File: config.mk
export PLATFORM = sky130hd
export DESIGN_NAME = fetch_stage_flat
export DESIGN_NICKNAME = d
export VERILOG_FILES = /design/src/rtl/fetch_stage_if.sv /design/src/rtl/fetch_stage.sv /design/src/flat_wrapper.sv
export SDC_FILE = /design/constraint.sdc
export NUM_CORES = 1
export LEC_CHECK = 0
export CORE_MARGIN = 5
export CORE_UTILIZATION = 30
export CTS_CLUSTER_SIZE = 16
export DETAILED_ROUTE_END_ITERATION = 10
export PLACE_DENSITY = 0.61
export SLEW_MARGIN = 25
export SYNTH_ARGS = -nofsm -noshare
export SYNTH_HDL_FRONTEND = slang
export SYNTH_SLANG_ARGS = --single-unit
File: constraint.sdc
create_clock -name CLK -period 2.3 [get_ports CLK]
set_clock_uncertainty 0.15 [all_clocks]
set_input_delay 0.345 -clock CLK [delete_from_list [all_inputs] [get_ports CLK]]
set_output_delay 0.345 -clock CLK [all_outputs]
set_load 0.01 [all_outputs]
File: src/rtl/fetch_stage_if.sv
// fetch_stage_if
//   Bundles the fetch stage's hazard/redirect inputs, the instruction
//   memory read path and the IF/ID pipeline register outputs.
//   master : the fetch stage (drives PC and the IF/ID outputs)
//   slave  : the environment (hazard unit, EX redirect, instruction memory)
//
//   STALL            hold request for PC and IF/ID
//   BRANCH_TAKEN     redirect request from EX
//   BRANCH_TARGET    redirect address from EX
//   INSTRUCTION      instruction memory word for the current PC
//   PC               fetch address
//   IFID_PC          address of the instruction held in IF/ID
//   IFID_PC4         IFID_PC + 4
//   IFID_INSTRUCTION instruction held in IF/ID
//   IFID_VALID       IF/ID holds a real instruction
//   MISALIGNED       sticky misaligned-redirect flag
interface fetch_stage_if;
  logic        STALL;
  logic        BRANCH_TAKEN;
  logic [31:0] BRANCH_TARGET;
  logic [31:0] INSTRUCTION;
  logic [31:0] PC;
  logic [31:0] IFID_PC;
  logic [31:0] IFID_PC4;
  logic [31:0] IFID_INSTRUCTION;
  logic        IFID_VALID;
  logic        MISALIGNED;

  modport master (
    input  STALL, BRANCH_TAKEN, BRANCH_TARGET, INSTRUCTION,
    output PC, IFID_PC, IFID_PC4, IFID_INSTRUCTION, IFID_VALID, MISALIGNED
  );

  modport slave (
    output STALL, BRANCH_TAKEN, BRANCH_TARGET, INSTRUCTION,
    input  PC, IFID_PC, IFID_PC4, IFID_INSTRUCTION, IFID_VALID, MISALIGNED
  );
endinterface

File: src/rtl/fetch_stage.sv
// fetch_stage
//   Instruction fetch stage: owns the PC, presents it to instruction memory,
//   and captures the returned word into the IF/ID pipeline register.
//   Supports hazard stalls and EX-stage redirects (which insert a bubble).
//   All outputs are registered; nothing combinational reaches the outputs.
//
//   CLK    rising-edge clock
//   RESET  synchronous active-high reset
//   bus    fetch_stage_if.master (see interface for signal list)
module fetch_stage #(
  parameter logic [31:0] RESET_PC  = 32'h0000_0000,
  parameter logic [31:0] NOP_INSTR = 32'h0000_0013
) (
  input  logic           CLK,
  input  logic           RESET,
  fetch_stage_if.master  bus
);

  localparam logic [1:0] BOOT     = 2'd0;
  localparam logic [1:0] RUN      = 2'd1;
  localparam logic [1:0] REDIRECT = 2'd2;

  logic [1:0]  state;
  logic [31:0] pc;
  logic [31:0] ifid_pc;
  logic [31:0] ifid_pc4;
  logic [31:0] ifid_instr;
  logic        ifid_valid;
  logic        misaligned;

  logic [1:0]  state_next;
  logic [31:0] pc_next;
  logic [31:0] ifid_pc_next;
  logic [31:0] ifid_pc4_next;
  logic [31:0] ifid_instr_next;
  logic        ifid_valid_next;
  logic        misaligned_next;

  logic [31:0] pc_plus4;
  logic [31:0] target_aligned;

  // Wraps naturally modulo 2^32.
  assign pc_plus4       = pc + 32'd4;
  assign target_aligned = {bus.BRANCH_TARGET[31:2], 2'b00};

  // Next-state and next-register computation for the fetch FSM.
  always_comb begin
    state_next      = state;
    pc_next         = pc;
    ifid_pc_next    = ifid_pc;
    ifid_pc4_next   = ifid_pc4;
    ifid_instr_next = ifid_instr;
    ifid_valid_next = ifid_valid;
    misaligned_next = misaligned;

    case (state)
      // First edge after reset always fetches RESET_PC; hazards are ignored
      // because nothing is in flight yet.
      BOOT: begin
        ifid_pc_next    = pc;
        ifid_pc4_next   = pc_plus4;
        ifid_instr_next = bus.INSTRUCTION;
        ifid_valid_next = 1'b1;
        pc_next         = pc_plus4;
        state_next      = RUN;
      end

      // REDIRECT differs from RUN only in that IF/ID still holds the bubble;
      // the transition rules are the same, so both share one branch.
      RUN, REDIRECT: begin
        if (bus.BRANCH_TAKEN) begin
          // Redirect wins over stall; IFID_PC/IFID_PC4 keep the old values.
          pc_next         = target_aligned;
          ifid_instr_next = NOP_INSTR;
          ifid_valid_next = 1'b0;
          state_next      = REDIRECT;
          if (bus.BRANCH_TARGET[1:0] != 2'b00) begin
            misaligned_next = 1'b1;
          end else begin
            misaligned_next = misaligned;
          end
        end else if (!bus.STALL) begin
          ifid_pc_next    = pc;
          ifid_pc4_next   = pc_plus4;
          ifid_instr_next = bus.INSTRUCTION;
          ifid_valid_next = 1'b1;
          pc_next         = pc_plus4;
          state_next      = RUN;
        end else begin
          state_next = state;
        end
      end

      // Unreachable encoding: recover to the reset condition.
      default: begin
        state_next      = BOOT;
        pc_next         = RESET_PC;
        ifid_pc_next    = 32'h0000_0000;
        ifid_pc4_next   = 32'h0000_0000;
        ifid_instr_next = NOP_INSTR;
        ifid_valid_next = 1'b0;
        misaligned_next = 1'b0;
      end
    endcase
  end

  // State registers with synchronous reset taking priority over everything.
  always_ff @(posedge CLK) begin
    if (RESET) begin
      state      <= BOOT;
      pc         <= RESET_PC;
      ifid_pc    <= 32'h0000_0000;
      ifid_pc4   <= 32'h0000_0000;
      ifid_instr <= NOP_INSTR;
      ifid_valid <= 1'b0;
      misaligned <= 1'b0;
    end else begin
      state      <= state_next;
      pc         <= pc_next;
      ifid_pc    <= ifid_pc_next;
      ifid_pc4   <= ifid_pc4_next;
      ifid_instr <= ifid_instr_next;
      ifid_valid <= ifid_valid_next;
      misaligned <= misaligned_next;
    end
  end

  assign bus.PC               = pc;
  assign bus.IFID_PC          = ifid_pc;
  assign bus.IFID_PC4         = ifid_pc4;
  assign bus.IFID_INSTRUCTION = ifid_instr;
  assign bus.IFID_VALID       = ifid_valid;
  assign bus.MISALIGNED       = misaligned;

endmodule

File: src/flat_wrapper.sv
// flat-port wrapper written by rule: the top's interface ports become plain ports
module fetch_stage_flat 
#(
  parameter logic [31:0] RESET_PC  = 32'h0000_0000,
  parameter logic [31:0] NOP_INSTR = 32'h0000_0013
)
  (CLK, RESET, bus_STALL, bus_BRANCH_TAKEN, bus_BRANCH_TARGET, bus_INSTRUCTION, bus_PC, bus_IFID_PC, bus_IFID_PC4, bus_IFID_INSTRUCTION, bus_IFID_VALID, bus_MISALIGNED);
  fetch_stage_if bus_i ();
  input  logic CLK;
  input  logic RESET;
  input wire logic [$bits(bus_i.STALL)-1:0] bus_STALL;
  input wire logic [$bits(bus_i.BRANCH_TAKEN)-1:0] bus_BRANCH_TAKEN;
  input wire logic [$bits(bus_i.BRANCH_TARGET)-1:0] bus_BRANCH_TARGET;
  input wire logic [$bits(bus_i.INSTRUCTION)-1:0] bus_INSTRUCTION;
  output wire logic [$bits(bus_i.PC)-1:0] bus_PC;
  output wire logic [$bits(bus_i.IFID_PC)-1:0] bus_IFID_PC;
  output wire logic [$bits(bus_i.IFID_PC4)-1:0] bus_IFID_PC4;
  output wire logic [$bits(bus_i.IFID_INSTRUCTION)-1:0] bus_IFID_INSTRUCTION;
  output wire logic [$bits(bus_i.IFID_VALID)-1:0] bus_IFID_VALID;
  output wire logic [$bits(bus_i.MISALIGNED)-1:0] bus_MISALIGNED;
  assign bus_i.STALL = bus_STALL;
  assign bus_i.BRANCH_TAKEN = bus_BRANCH_TAKEN;
  assign bus_i.BRANCH_TARGET = bus_BRANCH_TARGET;
  assign bus_i.INSTRUCTION = bus_INSTRUCTION;
  assign bus_PC = bus_i.PC;
  assign bus_IFID_PC = bus_i.IFID_PC;
  assign bus_IFID_PC4 = bus_i.IFID_PC4;
  assign bus_IFID_INSTRUCTION = bus_i.IFID_INSTRUCTION;
  assign bus_IFID_VALID = bus_i.IFID_VALID;
  assign bus_MISALIGNED = bus_i.MISALIGNED;
  fetch_stage #(.RESET_PC(RESET_PC), .NOP_INSTR(NOP_INSTR)) u_core (.CLK(CLK), .RESET(RESET), .bus(bus_i));
endmodule
* Word level (Yosys, flattened, before mapping)
Index checks and enable logic that the tools add are counted.
Storage, ports and cells: bits in registers 132, input port bits 68, output and inout bits 130
Cells by class: add/sub/neg operators 1, equal/unequal tests 7, multiplexer cells 20, bitwise gates (word level) 1, reduce and logical (&&, ||, !) cells 5
Operator list (number):
- 32-bit one-hot mux with 2 select lines | 4
- 32-bit two-way mux | 7
- 32-bit by 3-bit adder with 32-bit output (second input constant) | 1
- 2-bit inequality test (second input constant) | 3
- 1-bit two-way mux | 4
- 2-bit two-way mux | 2
- 1-bit one-hot mux with 2 select lines | 2
- 2-bit one-hot mux with 2 select lines | 1
- 3-bit inequality test (second input constant) | 1
- 3-bit AND reduction | 1
- 2-bit by 1-bit == test with 1-bit output (second input constant) | 1
- 2-bit == test (second input constant) | 1
- 2-bit zero test | 1
- 2-bit by 1-bit inequality test with 1-bit output (second input constant) | 1
- 2-bit AND reduction | 1
- 2-bit nonzero test | 1
- 2-bit OR reduction | 1
- 1-bit NOT | 1

* Logic depth before layout (Yosys ltp)
Gate-level depths: netlist of the first run.
depth after elaboration 4, gate-level depth with buffers 10

* Worst setup path after synthesis of the first run
OpenSTA, ideal clock, no wires.
kind register to register, from reg u_core.state[0], to reg u_core.pc[18], in the netlist u_core.bus.PC[18], setup time 0.129 ns, data arrival time 1.860 ns, path slack 0.161 ns, stages on the path, launching flop included 10, buffers on the path 2, clock period less this slack 2.139 ns, path through dfxtp_1 > inv_1 > ha_1 > buf_2 > and2b_1 > o2111ai_2 > buf_2 > nor2_1 > o21ai_0 > o211ai_1
On the way: word-level cells in the longest chain between the ends 3, elaborated cells on any way between the ends 6
RTL lines:
- start: declaration | RTL line fetch_stage.sv:23 | logic [1:0] state;
- start signal: assignment | RTL line fetch_stage.sv:118 | state <= state_next;
- 2-bit by 1-bit == test with 1-bit output or 2-bit == test (tied branches) | RTL line fetch_stage.sv:56 | case (state)
- 2-bit OR reduction | RTL line fetch_stage.sv:56
- 32-bit one-hot mux with 2 select lines or 3-bit inequality test (tied branches)
- end signal: assignment | RTL line fetch_stage.sv:119 | pc <= pc_next;
- end: declaration | RTL line fetch_stage.sv:24 | logic [31:0] pc;
Parallel ways exist; a longest one is shown, timed or not. A chain may end at the register's enable or synchronous reset.

* Final worst setup path of the first run
from reg u_core.state[0], to reg u_core.pc[25], in the netlist u_core.bus.PC[25]
Same word-level chain as after synthesis.

==> results by group, run 1 <==
Power
  – Comb power frac: 0.187
  – P_sw: 1.63 mW
  – Leakage: 3.10 nW
  – Clk network pwr share: 0.425
  – Peak VDD IR: 510 uV
  – Sw Share: 0.260
  – Power per Cell Area: 765 nW/um2
  – Part of the power in registers: 0.388
  – Internal power: 4.66 mW

Timing
  – Final sum of negative setup slack: 0 ps
  – RSZ-0062 raised after global routing: no
  – FMAX: 465 MHz
  – Post-layout min period: 2150 ps
  – Slew Viols, Final: 0
  – Final hold viol count: 0
  – Final setup vio count: 0
  – Final Cycle Share: 0.934

Setup path
  – Worst path required time: 2490 ps
  – Worst endpoint data arrival time: 2340 ps
  – Critical path type: reg -> reg
  – R2R setup slack: 150 ps
  – Startpoint Class: flop
  – R2R Path Start: u_core.state[0]$_SDFFE_PP0N_
  – Crit end category: flop
  – Worst-path fanout max: 6
  – R2R depth: 9
  – R2r endpoint: u_core.bus.PC[25]$_SDFFE_PP0N_

Cells and area
  – Fraction of layout cells with a size suffix above 1: 0.130
  – Layout overhead on the synthesized area: 58.0%
  – N_diodes: 0
  – Final layout net count: 843
  – Fillers: 1602
  – Utilization after layout: 0.478

Die
  – Die Wd: 142 um
  – Die Height: 142 um
  – Row count: 48
  – Core area: 17200 um2
  – Starting density of the core: 0.303
  – Die ar.: 20100 um2
  – # IOs: 198

CTS
  – Clk_lat worst skew: 420 ps
  – Post-CTS Hold Fix Bufs: 0
  – Clock Tree Buf Depth: 2
  – Clock Tree Root: clkbuf_16
  – Clock Sinks: 126
  – CTS clk-pin slew, worst paths: 50 ps
  – Htree depth: 4
  – CTS Buf Count: 17
  – CTS tree: built

Routing
  – Drt first pass iters: 5
  – Total number of vias: 5075
  – Post-Route WL: 17900 um
  – Routed vias/inst: 5.03
  – Initial DRC count: 414
  – Post-DRT Antenna Nets: 0
  – Drt wl/cell: 17.7 um
  – DRC viols: 0

Yosys
  – Synth cell types: 53
  – Cells after Synth: 562
  – Syn avg cell area: 9.25 um2
  – Area of the mapped netlist: 5200 um2
  – Number of enable flip-flop cells after synthesis: 0
  – Synth async-reset ratio: 0
  – Post-synth top flop: dfxtp_1
  – Yosys Warn Count: 0
  – Seq/Total Area, Yosys: 0.485
  – Synth Register Bits: 126

Worst hold path
  – Min-Delay Path Depth: 2
  – Worst Hold Class: in -> reg
  – Worst hold start: RESET
  – Endpoint, Worst Hold: u_core.bus.PC[2]$_SDFFE_PP0N_

Run
  – # Max-Cap Violations: 0

Global routing
  – Vias in the first global route: 5067
  – Pin count of the biggest net entering global routing: 33
  – Gr ovfl total: 0
  – Total Routing Usage GR: 0.175
  – First-pass GRT wire length: 27900 um
  – Initial antenna violation count: 0

Run status
  – Status: finished clean

Placement
  – I/O Buffers: 195
  – Post-DP HPWL: 13500 um
  – GPL Wtd Cong: 0.834
-- registers in the layout (all words and copies together), names as in the netlist --
name	count
u_core.bus.MISALIGNED	1
u_core.state	2
u_core.bus.PC	30
u_core.bus.IFID_PC	30
u_core.bus.IFID_INSTRUCTION	32
u_core.bus.IFID_PC4	31
-- timing repair --
item	CTS	global route
endpoints found under the hold margin	0	0
gates resized for setup	0	2
setup buffers	0	4
endpoints found under the setup margin	0	10
-- critical path, cell delays in order, from the launching register on --
cell and delay (ps):
dfxtp_2 370, inv_1 50, ha_1 330, nand3b_1 200, o211ai_1 150, buf_4 180, buf_12 120, nor2_1 250
a21oi_1 100, o21ai_0 150
-- how the worst max path moves through the flow --
stage	start	end	slack, ps	cells after the start
final	u_core.state[0]$_SDFFE_PP0N_	u_core.bus.PC[25]$_SDFFE_PP0N_	150	9
after global routing	u_core.state[0]$_SDFFE_PP0N_	u_core.bus.PC[15]$_SDFFE_PP0N_	20	8
after detailed placement	bus_BRANCH_TAKEN	u_core.bus.IFID_INSTRUCTION[24]$_SDFFE_PP0N_	20	6
after CTS	u_core.state[0]$_SDFFE_PP0N_	u_core.bus.IFID_INSTRUCTION[24]$_SDFFE_PP0N_	110	7
after global placement	bus_BRANCH_TAKEN	u_core.bus.IFID_INSTRUCTION[26]$_SDFFE_PP0N_	90	6
after floorplan	u_core.state[0]$_SDFFE_PP0N_	u_core.bus.PC[18]$_SDFFE_PP0N_	160	9
-- power by group through the flow --
stage	Sequential [mW]	Combinational [mW]	Clock [mW]
finish	2.44	1.18	2.67
global route	2.46	1.27	2.85
CTS	2.44	1.16	2.73
detailed placement	2.48	1.15	0
global placement	2.47	1.13	0
floorplan	2.54	0.436	0
-- synth_stat cells, drive strengths merged, types with 2 or more instances --
cell type	count	area [um2]
xnor2	12	105
a22oi	41	308
o21ai	48	240
a221oi	2	17.5
dfxtp	126	2520
or2	2	12.5
a222oi	4	40.0
nand2	49	184
clkbuf	29	110
nor3b	3	22.5
xor2	12	105
nor3	11	66.3
buf	27	169
o211ai	2	15.0
a22o	33	289
a21oi	28	144
o311ai	4	35.0
o22ai	7	43.8
a31o	2	17.5
and2	6	37.5
a21o	4	30.0
nand4	12	93.8
nor2	48	183
and4	7	66.3
inv	7	26.3
ha	3	37.5
nand3	16	105
nor4	5	76.3
-- logic make-up (layout without fill, tap and decap cells) --
family | after synthesis | after routing | synth area share
other cells | 1 | 2 | 0.000721
compound gates | 182 | 182 | 0.239
simple gates | 163 | 163 | 0.169
buf+inv | 63 | 284 | 0.0587
xor+xnor | 24 | 24 | 0.0404
flops | 126 | 126 | 0.485
fa+ha+maj | 3 | 3 | 0.00722
-- per-layer routing --
layer	wire (um)	GRT usage
met1	7510	0.217
met2	8440	0.276
met3	1590	0.0698
met4	345	0.0667
met5	0	0
-- layout by cell type (no fill, tap or decap), types with 6 or more instances in the layout --
master / netlist / routed
inv_1: 7 / 7
clkdlybuf4s50_1: 0 / 194
nand3_1: 14 / 14
o21ai_0: 43 / 43
nand4_1: 9 / 9
o22ai_1: 7 / 7
a21oi_1: 27 / 27
nor3_1: 10 / 10
a22o_1: 33 / 33
clkbuf_16: 0 / 17
buf_4: 6 / 45
xnor2_1: 12 / 12
a22oi_1: 41 / 41
nor2_1: 47 / 46
xor2_1: 12 / 12
clkinv_2: 0 / 6
buf_12: 0 / 6
nand2_1: 49 / 49
dfxtp_1: 126 / 125
-- per-stage QoR --
stage | power [mW] | cells | worst slack, ps | hold slack [ps] | area, um2
finish | 6.29 | 1009 | 151 | 113 | 8220
global route | 6.58 | 1009 | 24.8 | 128 | 8220
CTS | 6.32 | 1005 | 107 | 101 | 8170
detailed placement | 3.63 | 974 | 18.3 | 291 | 7580
global placement | 3.60 | 974 | 86.9 | 289 | 7580
floorplan | 2.97 | 563 | 161 | 311 | 5200
-- layout make-up --
cell class | instances | area [um2] | share of cell area
inverter | 7 | 26.3 | 0.00320
multi-input combinational | 374 | 2390 | 0.291
clock inverter | 12 | 145 | 0.0177
timing repair buffer | 246 | 2400 | 0.293
sequential | 126 | 2520 | 0.307
clock buffer | 19 | 443 | 0.0539
tap | 225 | 282 | 0.0343
(Power assumes the default switching activity.)
==> inputs of run 2 (changes only) <==
--- a/config.mk
+++ b/config.mk
@@ -6,10 +6,10 @@
 export NUM_CORES = 1
 export LEC_CHECK = 0
 export CORE_MARGIN = 5
-export CORE_UTILIZATION = 30
+export CORE_UTILIZATION = 44
 export CTS_CLUSTER_SIZE = 16
 export DETAILED_ROUTE_END_ITERATION = 10
-export PLACE_DENSITY = 0.61
+export PLACE_DENSITY = 0.83
 export SLEW_MARGIN = 25
 export SYNTH_ARGS = -nofsm -noshare
 export SYNTH_HDL_FRONTEND = slang
==> run 2 against run 1 <==
- via count is 0.97% higher
- clock-buffer cell count is 4 higher
- design area is 2.6% lower
- utilization is 22 points higher
- routed wire length is 5.1% lower
- global-route usage is 6.2 points higher
- cell count is 9.6% lower
- clock power is 2% higher
- total power hardly changed
- critical path type unchanged
==> results by group, run 2 (same netlist as run 1, synthesis figures left out) <==
Global routing
  – Initial antenna violation count: 0
  – Vias in the first global route: 5216
  – First-pass GRT wire length: 27100 um
  – Gr ovfl total: 0
  – Pin count of the biggest net entering global routing: 39
  – Total Routing Usage GR: 0.237

Cells and area
  – Fillers: 906
  – Sequential standard cell area: 2520 um2
  – Finished Layout Cells: 912
  – Fraction of layout cells with a size suffix above 1: 0.112
  – Commonest cells after routing, fill and taps aside: clkdlybuf4s50_1, dfxtp_1, nand2_1
  – Area of the multi-input gates: 2390 um2
  – Final layout net count: 829
  – N_diodes: 0
  – Commonest non-fill, non-tap cell in the layout: clkdlybuf4s50_1
  – Max FFs per register: 32
  – Utilization after layout: 0.695
  – Layout overhead on the synthesized area: 53.9%

Timing
  – Final setup vio count: 0
  – Final sum of negative setup slack: 0 ps
  – RSZ-0062 raised after global routing: no
  – Post-layout min period: 2140 ps
  – FMAX: 468 MHz
  – Final hold viol count: 0
  – Hold_ws: 150 ps
  – Slew Viols, Final: 0
  – Final Cycle Share: 0.929

Setup path
  – Startpoint Class: flop
  – Crit path from: u_core.state[0]$_SDFFE_PP0N_
  – Critical path type: reg -> reg
  – R2R setup slack: 160 ps
  – Worst-path fanout max: 30
  – R2R Path Start: u_core.state[0]$_SDFFE_PP0N_
  – End point of the critical path: u_core.bus.IFID_INSTRUCTION[31]$_SDFFE_PP0N_
  – R2r endpoint: u_core.bus.IFID_INSTRUCTION[31]$_SDFFE_PP0N_
  – R2R depth: 7
  – Worst path required time: 2480 ps
  – Crit end category: flop
  – Worst endpoint data arrival time: 2320 ps

CTS
  – CTS tree: built
  – CTS Buf Count: 17
  – Clock Tree Root: clkbuf_16
  – Post-CTS Hold Fix Bufs: 0
  – Clock Sinks: 126
  – Htree depth: 4
  – CTS clk-pin slew, worst paths: 50 ps
  – Clk_lat worst skew: 410 ps
  – Clock Tree Buf Depth: 2

Routing
  – Initial DRC count: 316
  – DRC viols: 0
  – Total number of vias: 5124
  – Routed vias/inst: 5.62
  – Post-DRT Antenna Nets: 0
  – Drt wl/cell: 18.6 um
  – Drt first pass iters: 5
  – Post-Route WL: 17000 um

Die
  – Die Wd: 119 um
  – Die Height: 119 um
  – Row count: 39
  – Die ar.: 14100 um2
  – # IOs: 198
  – Starting density of the core: 0.452
  – Core area: 11500 um2

Run status
  – Status: finished clean

Placement
  – Post-DP HPWL: 12300 um
  – GPL Wtd Cong: 0.916
  – I/O Buffers: 195
  – Dpl cells: 882

Power
  – Overall Power: 6.28 mW
  – Power per Cell Area: 785 nW/um2
  – Peak VDD IR: 458 uV
  – Leakage: 3.03 nW

Run
  – # Max-Cap Violations: 0

Worst hold path
  – Worst Hold Class: in -> reg
  – Min-Delay Path Depth: 3
## run 2: changes by cell type in the layout (fill, tap and decap cells not counted), moves of 2 or more
| cell | delta |
|---|---|
| clkbuf_8 | +3 |
| clkinv_2 | -2 |
| buf_4 | -14 |
| clkinv_4 | -2 |
## run 2: final cells by class
type                       count  share of cell area
sequential                   126               0.315
multi-input combinational    374               0.298
timing repair buffer         232               0.286
clock buffer                  23              0.0610
tap                          143              0.0224
clock inverter                 7              0.0138
inverter                       7             0.00328
## run 2: per-stage QoR
step / instance area [um2] / setup WS [ps]
6_report: 8000 / 164
5_1_grt: 8000 / 11.4
4_1_cts: 8000 / 129
3_5_place_dp: 7400 / 12.1
3_3_place_gp: 7400 / 84.7
2_1_floorplan: 5200 / 161
## run 2: critical path: stages, from the launching register on
cell,delay [ps]
dfxtp_2,360
inv_1,60
ha_1,310
and2b_1,220
and2_2,500
buf_12,240
a22oi_1,100
nor2_1,120
## run 2: worst min-delay path by stage
stage,startpoint,endpoint
after floorplan,bus_BRANCH_TARGET[27],u_core.bus.PC[27]$_SDFFE_PP0N_
after global placement,u_core.bus.IFID_PC4[28]$_SDFFE_PP0P_,u_core.bus.IFID_PC4[28]$_SDFFE_PP0P_
after detailed placement,u_core.bus.IFID_PC4[15]$_SDFFE_PP0P_,u_core.bus.IFID_PC4[15]$_SDFFE_PP0P_
after CTS,RESET,u_core.bus.IFID_INSTRUCTION[4]$_SDFFE_PP1N_
after global routing,RESET,u_core.bus.IFID_INSTRUCTION[4]$_SDFFE_PP1N_
final,RESET,u_core.bus.IFID_INSTRUCTION[4]$_SDFFE_PP1N_
## run 2: report_power, final
part / internal [mW] / switching, mW
logic: 0.581 / 0.541
registers: 2.33 / 0.117
clock network: 1.80 / 0.917
## run 2: timing repair
| action | 4_1_cts | 5_1_grt |
|---|---|---|
| gates resized for setup | 0 | 2 |
| setup endpoints to repair | 0 | 27 |
| endpoints found under the hold margin | 0 | 0 |
| buffers inserted | 0 | 0 |
## run 2: routing by layer
metal	vias up	wire length, um	GRT usage
li1	2425	-	-
met2	261	8170	0.395
met5	-	0	0
met4	0	318	0.0927
met1	2409	6710	0.279
met3	29	1770	0.0883
